File: src/rtl/seg7_hex_scan.sv
// Scans a 16-bit hex value onto a 4-digit common-anode 7-segment display.
// The value is snapshotted once per frame; each digit slot opens with a blanking gap.
module seg7_hex_scan #(
  parameter int unsigned DIGIT_CYCLES = 100000,
  parameter int unsigned BLANK_CYCLES = 1000
) (
  input  logic        clk,
  input  logic        reset,
  input  logic [15:0] value,
  input  logic [3:0]  dp_in,
  input  logic        lz_en,
  output logic [6:0]  seg,
  output logic        dp,
  output logic [3:0]  an,
  output logic        frame_start
);

  localparam int unsigned TW = (DIGIT_CYCLES > 1) ? $clog2(DIGIT_CYCLES) : 1;
  localparam logic [TW-1:0] TIMER_LAST = TW'(DIGIT_CYCLES - 1);
  localparam logic [TW-1:0] BLANK_LAST = TW'(BLANK_CYCLES - 1);

  typedef enum logic {BLANK, SHOW} state_t;

  state_t        state;
  logic [TW-1:0] timer;
  logic [1:0]    digit;
  logic [15:0]   snap_value;
  logic [3:0]    snap_dp;
  logic          snap_lz;

  logic [3:0]    nib;
  logic          suppress;
  logic [6:0]    glyph;
  logic          frame_edge;

  // Frame position 0 is digit 0, timer 0: the capture edge.
  assign frame_edge = (digit == 2'd0) && (timer == '0);

  // Current digit's nibble and leading-zero suppression from the snapshot.
  always_comb begin
    nib      = snap_value[3:0];
    suppress = 1'b0;
    case (digit)
      2'd0: begin
        nib      = snap_value[3:0];
        suppress = 1'b0;
      end
      2'd1: begin
        nib      = snap_value[7:4];
        suppress = snap_lz && (snap_value[15:4] == 12'h000);
      end
      2'd2: begin
        nib      = snap_value[11:8];
        suppress = snap_lz && (snap_value[15:8] == 8'h00);
      end
      default: begin
        nib      = snap_value[15:12];
        suppress = snap_lz && (snap_value[15:12] == 4'h0);
      end
    endcase
  end

  // Hex to active-low segments, bit order g..a.
  always_comb begin
    glyph = 7'b1111111;
    case (nib)
      4'h0: glyph = 7'b1000000;
      4'h1: glyph = 7'b1111001;
      4'h2: glyph = 7'b0100100;
      4'h3: glyph = 7'b0110000;
      4'h4: glyph = 7'b0011001;
      4'h5: glyph = 7'b0010010;
      4'h6: glyph = 7'b0000010;
      4'h7: glyph = 7'b1111000;
      4'h8: glyph = 7'b0000000;
      4'h9: glyph = 7'b0010000;
      4'hA: glyph = 7'b0001000;
      4'hB: glyph = 7'b0000011;
      4'hC: glyph = 7'b1000110;
      4'hD: glyph = 7'b0100001;
      4'hE: glyph = 7'b0000110;
      default: glyph = 7'b0001110;
    endcase
  end

  // Slot FSM, slot timer, digit index, snapshot and registered outputs.
  always_ff @(posedge clk) begin
    if (reset) begin
      state       <= BLANK;
      timer       <= '0;
      digit       <= 2'd0;
      snap_value  <= 16'h0000;
      snap_dp     <= 4'h0;
      snap_lz     <= 1'b0;
      an          <= 4'b1111;
      seg         <= 7'b1111111;
      dp          <= 1'b1;
      frame_start <= 1'b0;
    end else begin
      frame_start <= frame_edge;
      if (frame_edge) begin
        snap_value <= value;
        snap_dp    <= dp_in;
        snap_lz    <= lz_en;
      end

      case (state)
        BLANK: begin
          an  <= 4'b1111;
          seg <= 7'b1111111;
          dp  <= 1'b1;
          if (timer == BLANK_LAST) state <= SHOW;
        end
        default: begin
          an  <= ~(4'b0001 << digit);
          seg <= suppress ? 7'b1111111 : glyph;
          dp  <= suppress | ~snap_dp[digit];
          if (timer == TIMER_LAST) state <= BLANK;
        end
      endcase

      if (timer == TIMER_LAST) begin
        timer <= '0;
        digit <= digit + 2'd1;
      end else begin
        timer <= timer + TW'(1);
      end
    end
  end

endmodule
File: config.mk
export PLATFORM = sky130hd
export DESIGN_NAME = seg7_hex_scan
export DESIGN_NICKNAME = d
export VERILOG_FILES = /design/src/rtl/seg7_hex_scan.sv
export SDC_FILE = /design/constraint.sdc
export NUM_CORES = 1
export LEC_CHECK = 0
export BUFFER_PORTS_ARGS = -buffer_cell sky130_fd_sc_hd__buf_2
export CAP_MARGIN = 20
export CORE_MARGIN = 1
export CORE_UTILIZATION = 39
export DETAILED_ROUTE_END_ITERATION = 16
export GPL_TIMING_DRIVEN = 0
export HOLD_SLACK_MARGIN = 0.1
export SETUP_SLACK_MARGIN = 0.05
export SYNTH_ARGS = -nofsm -noshare
export SYNTH_HDL_FRONTEND = slang
export SYNTH_SLANG_ARGS = --single-unit
File: constraint.sdc
create_clock -name clk -period 4.69 [get_ports clk]
set_input_delay 0 -clock clk [delete_from_list [all_inputs] [get_ports clk]]
set_output_delay 0 -clock clk [all_outputs]
set_load 0.01 [all_outputs]
==> impl_metrics.yaml <==
synth:
  yosys_warnings: 0
  synth_ff_type: "dfxtp_1"
  synth_most_common_cell: "dfxtp_1"
  syn_area_um2: 2560
  postSynthAreaPerCell_um2: 8.74
  ys_seq_elements: 54
  ys_async_sr_fraction: 0
  yosys.area.top_type_share: 0.422
  synth_commonest_cells: "dfxtp_1, a21oi_1, nand3_1"
  synth_area_leaders: "dfxtp_1, a21oi_1, ha_1, nand3_1, o21ai_0"
  synth_edf_count: 0
  synth_area_leader_cell: "dfxtp_1"
  synth_cells: 293
  ys_seq_area_frac: 0.422
  ys_types: 44
  synth_nets: 327
cts:
  cts.repair.resized: 0
  cts_tree: "yes"
  insertion_delay_ns: 0.31
  clk_pin_slew_ns: 0.11
  cts-htree-levels: 2
  cts.sinks: 54
  cts_inserted_buffers: 5
  root_buffer: "clkbuf_8"
  clk_path_buf_depth: 2
sta:
  setup_viol: 0
  min_period_ns: 2.58
  worst_slew_pin_slew_ns: 0.650
  skew_ns: 0.0133
  rsz0062_at_grt: "false"
  maxSlewViolCount: 0
  layout_setup_ws_ns: 2.11
  fmax_mhz: 387
  fin_crit_sh: 0.551
  finalHoldWorstSlack_ns: 0.0981
  finalHoldViolations: 0
  setup_tns_ns: 0
  maxSlewHeadroom: 0.567
global_routing:
  grt_pass1_wl_um: 10500
  use_met2: 0.268
  overflow: 0
  grtUsageTotal: 0.185
  grt_pass1_vias: 2182
  grt_max_degree: 19
  use_met3: 0.0338
  met1_usage: 0.281
  grt-busiest-layer: "met1"
  antenna_found_initial: 0
routing:
  wl_per_cell_um: 14.2
  via_per_inst: 5.34
  postRouteAntennaNets: 0
  drc: 0
  vias: 2314
  dr.first_iter.drc_count: 136
  wirelength_um: 6150
  first_pass_iters: 5
worst_setup_path:
  start_kind: "flop"
  rr_worst_depth: 10
  regToRegSetupSlack_ns: 2.11
  cp.required_ns: 4.83
  worst_r2r_endpoint: "seg[0]"
  r2r-start: "digit[0]"
  crit_path_end_kind: "flop"
  critPathKind: "flop to flop"
  arrival_ns: 2.73
  critPathMaxFanout: 8
floorplanning:
  chipWidth_um: 83.0
  core_um2: 6350
  die_area_um2: 6890
  ioPinCount: 36
  die_y_um: 83.0
  start_util: 0.403
  floorplan.rows: 29
cells_and_area:
  drive_above_1_share: 0.138
  syn_to_final_growth_pct: 22.3
  nets: 389
  instances_no_fill: 433
  antenna_cells: 0
power:
  p_comb_frac: 0.136
  internal-power_uw: 641
  clkPwrFrac: 0.306
  netSwitchingPower_uw: 242
  swShare: 0.274
  irDropWorstVdd_mv: 0.129
  seqPwrFrac: 0.558
  pwr_density_cell_nw_per_um2: 282
  p_leak_nw: 1.17
min_path:
  min_from: "reset"
  holdPathEnd: "snap_dp[1]"
  holdPathStages: 2
  hp-class: "input pin to flop"
run:
  max_cap_violations: 0
placed_design:
  post-place-ws_ns: 2.20
  place_inst: 404
  dp_hpwl_um: 4360
  gp_congestion: 0.787
  io_buffer_count: 34
run_status:
  outcome: "finished, final reports clean"
## state kept, by name, indices dropped and copies added, names as in the netlist
name         count
seg              7
timer           17
snap_value      16
digit            2
snap_dp          4
frame_start      1
dp               1
an               4
snap_lz          1
state            1
## kinds of logic after synthesis
logic type               share of synthesized area
buffers and inverters                       0.0499
flip-flops                                   0.422
AND/OR/NAND/NOR                              0.205
AO/OA/AOI/OAI                                0.206
XOR/XNOR                                    0.0376
multiplexers                                0.0249
adder cells (fa/ha/maj)                     0.0538
## cells in the final DEF (no fill, tap or decap), types with 4 or more instances in the layout
master	count
nand2_1	12
xor2_1	10
o21ai_0	23
inv_1	12
nor2_1	17
buf_2	34
dfxtp_1	54
dlygate4sd3_1	21
a211oi_1	5
nand4_1	9
nor4_1	4
nand3_1	26
clkbuf_1	17
nor2b_1	4
ha_1	11
o21ai_1	4
clkbuf_8	5
a21oi_1	32
or3_1	4
## stage by stage
| step | utilization | power (mW) | instance area (um^2) |
|---|---|---|---|
| global route | 0.493 | 0.929 | 3130 |
| global placement | 0.445 | 0.607 | 2830 |
| detailed placement | 0.445 | 0.608 | 2830 |
| floorplan | - | 0.574 | 2560 |
| finish | 0.493 | 0.883 | 3130 |
| CTS | 0.493 | 0.891 | 3130 |
## worst max path at each step
stage / start / to / cells after the start
CTS: digit[0] / seg[0] / 10
global route: digit[0] / seg[0] / 10
global placement: digit[0] / seg[0] / 10
detailed placement: digit[0] / seg[0] / 10
finish: digit[0] / seg[0] / 10
floorplan: digit[0] / seg[0] / 10
## routing by layer
metal | up-vias | part of all wire
li1 | 1195 | -
met2 | 64 | 0.41
met3 | 5 | 0.048
met5 | - | 0
met4 | 0 | 0.0099
met1 | 1050 | 0.53
## timing repair
| action | 4_1_cts | 5_1_grt |
|---|---|---|
| hold buffers | 21 | 0 |
| endpoints found under the hold margin | 21 | 0 |
| setup buffers | 0 | 0 |
## worst max-delay path, stage by stage, from the launching register on
cell and delay [ns]:
dfxtp_1 0.40, inv_1 0.11, ha_1 0.14, clkbuf_1 0.31
a222oi_1 0.13, a21oi_1 0.44, inv_1 0.13, ha_1 0.27
a211o_1 0.23, o22ai_1 0.12, a22oi_1 0.13
## power groups by stage
stage	Clock [mW]	Sequential, mW	Combinational [mW]
finish	0.271	0.492	0.120
global route	0.299	0.494	0.135
CTS	0.279	0.492	0.120
detailed placement	0	0.503	0.105
global placement	0	0.503	0.104
floorplan	0	0.498	0.0759
## layout make-up
class / count / area (um^2)
fill: 609 / 3220
multi-input combinational: 208 / 1350
sequential: 54 / 1080
timing repair buffer: 55 / 380
tap: 77 / 96.3
buffer: 19 / 82.6
clock buffer: 5 / 68.8
inverter: 12 / 45.0
clock inverter: 3 / 25.0
Note: power is estimated with default switching activity, not from simulation.
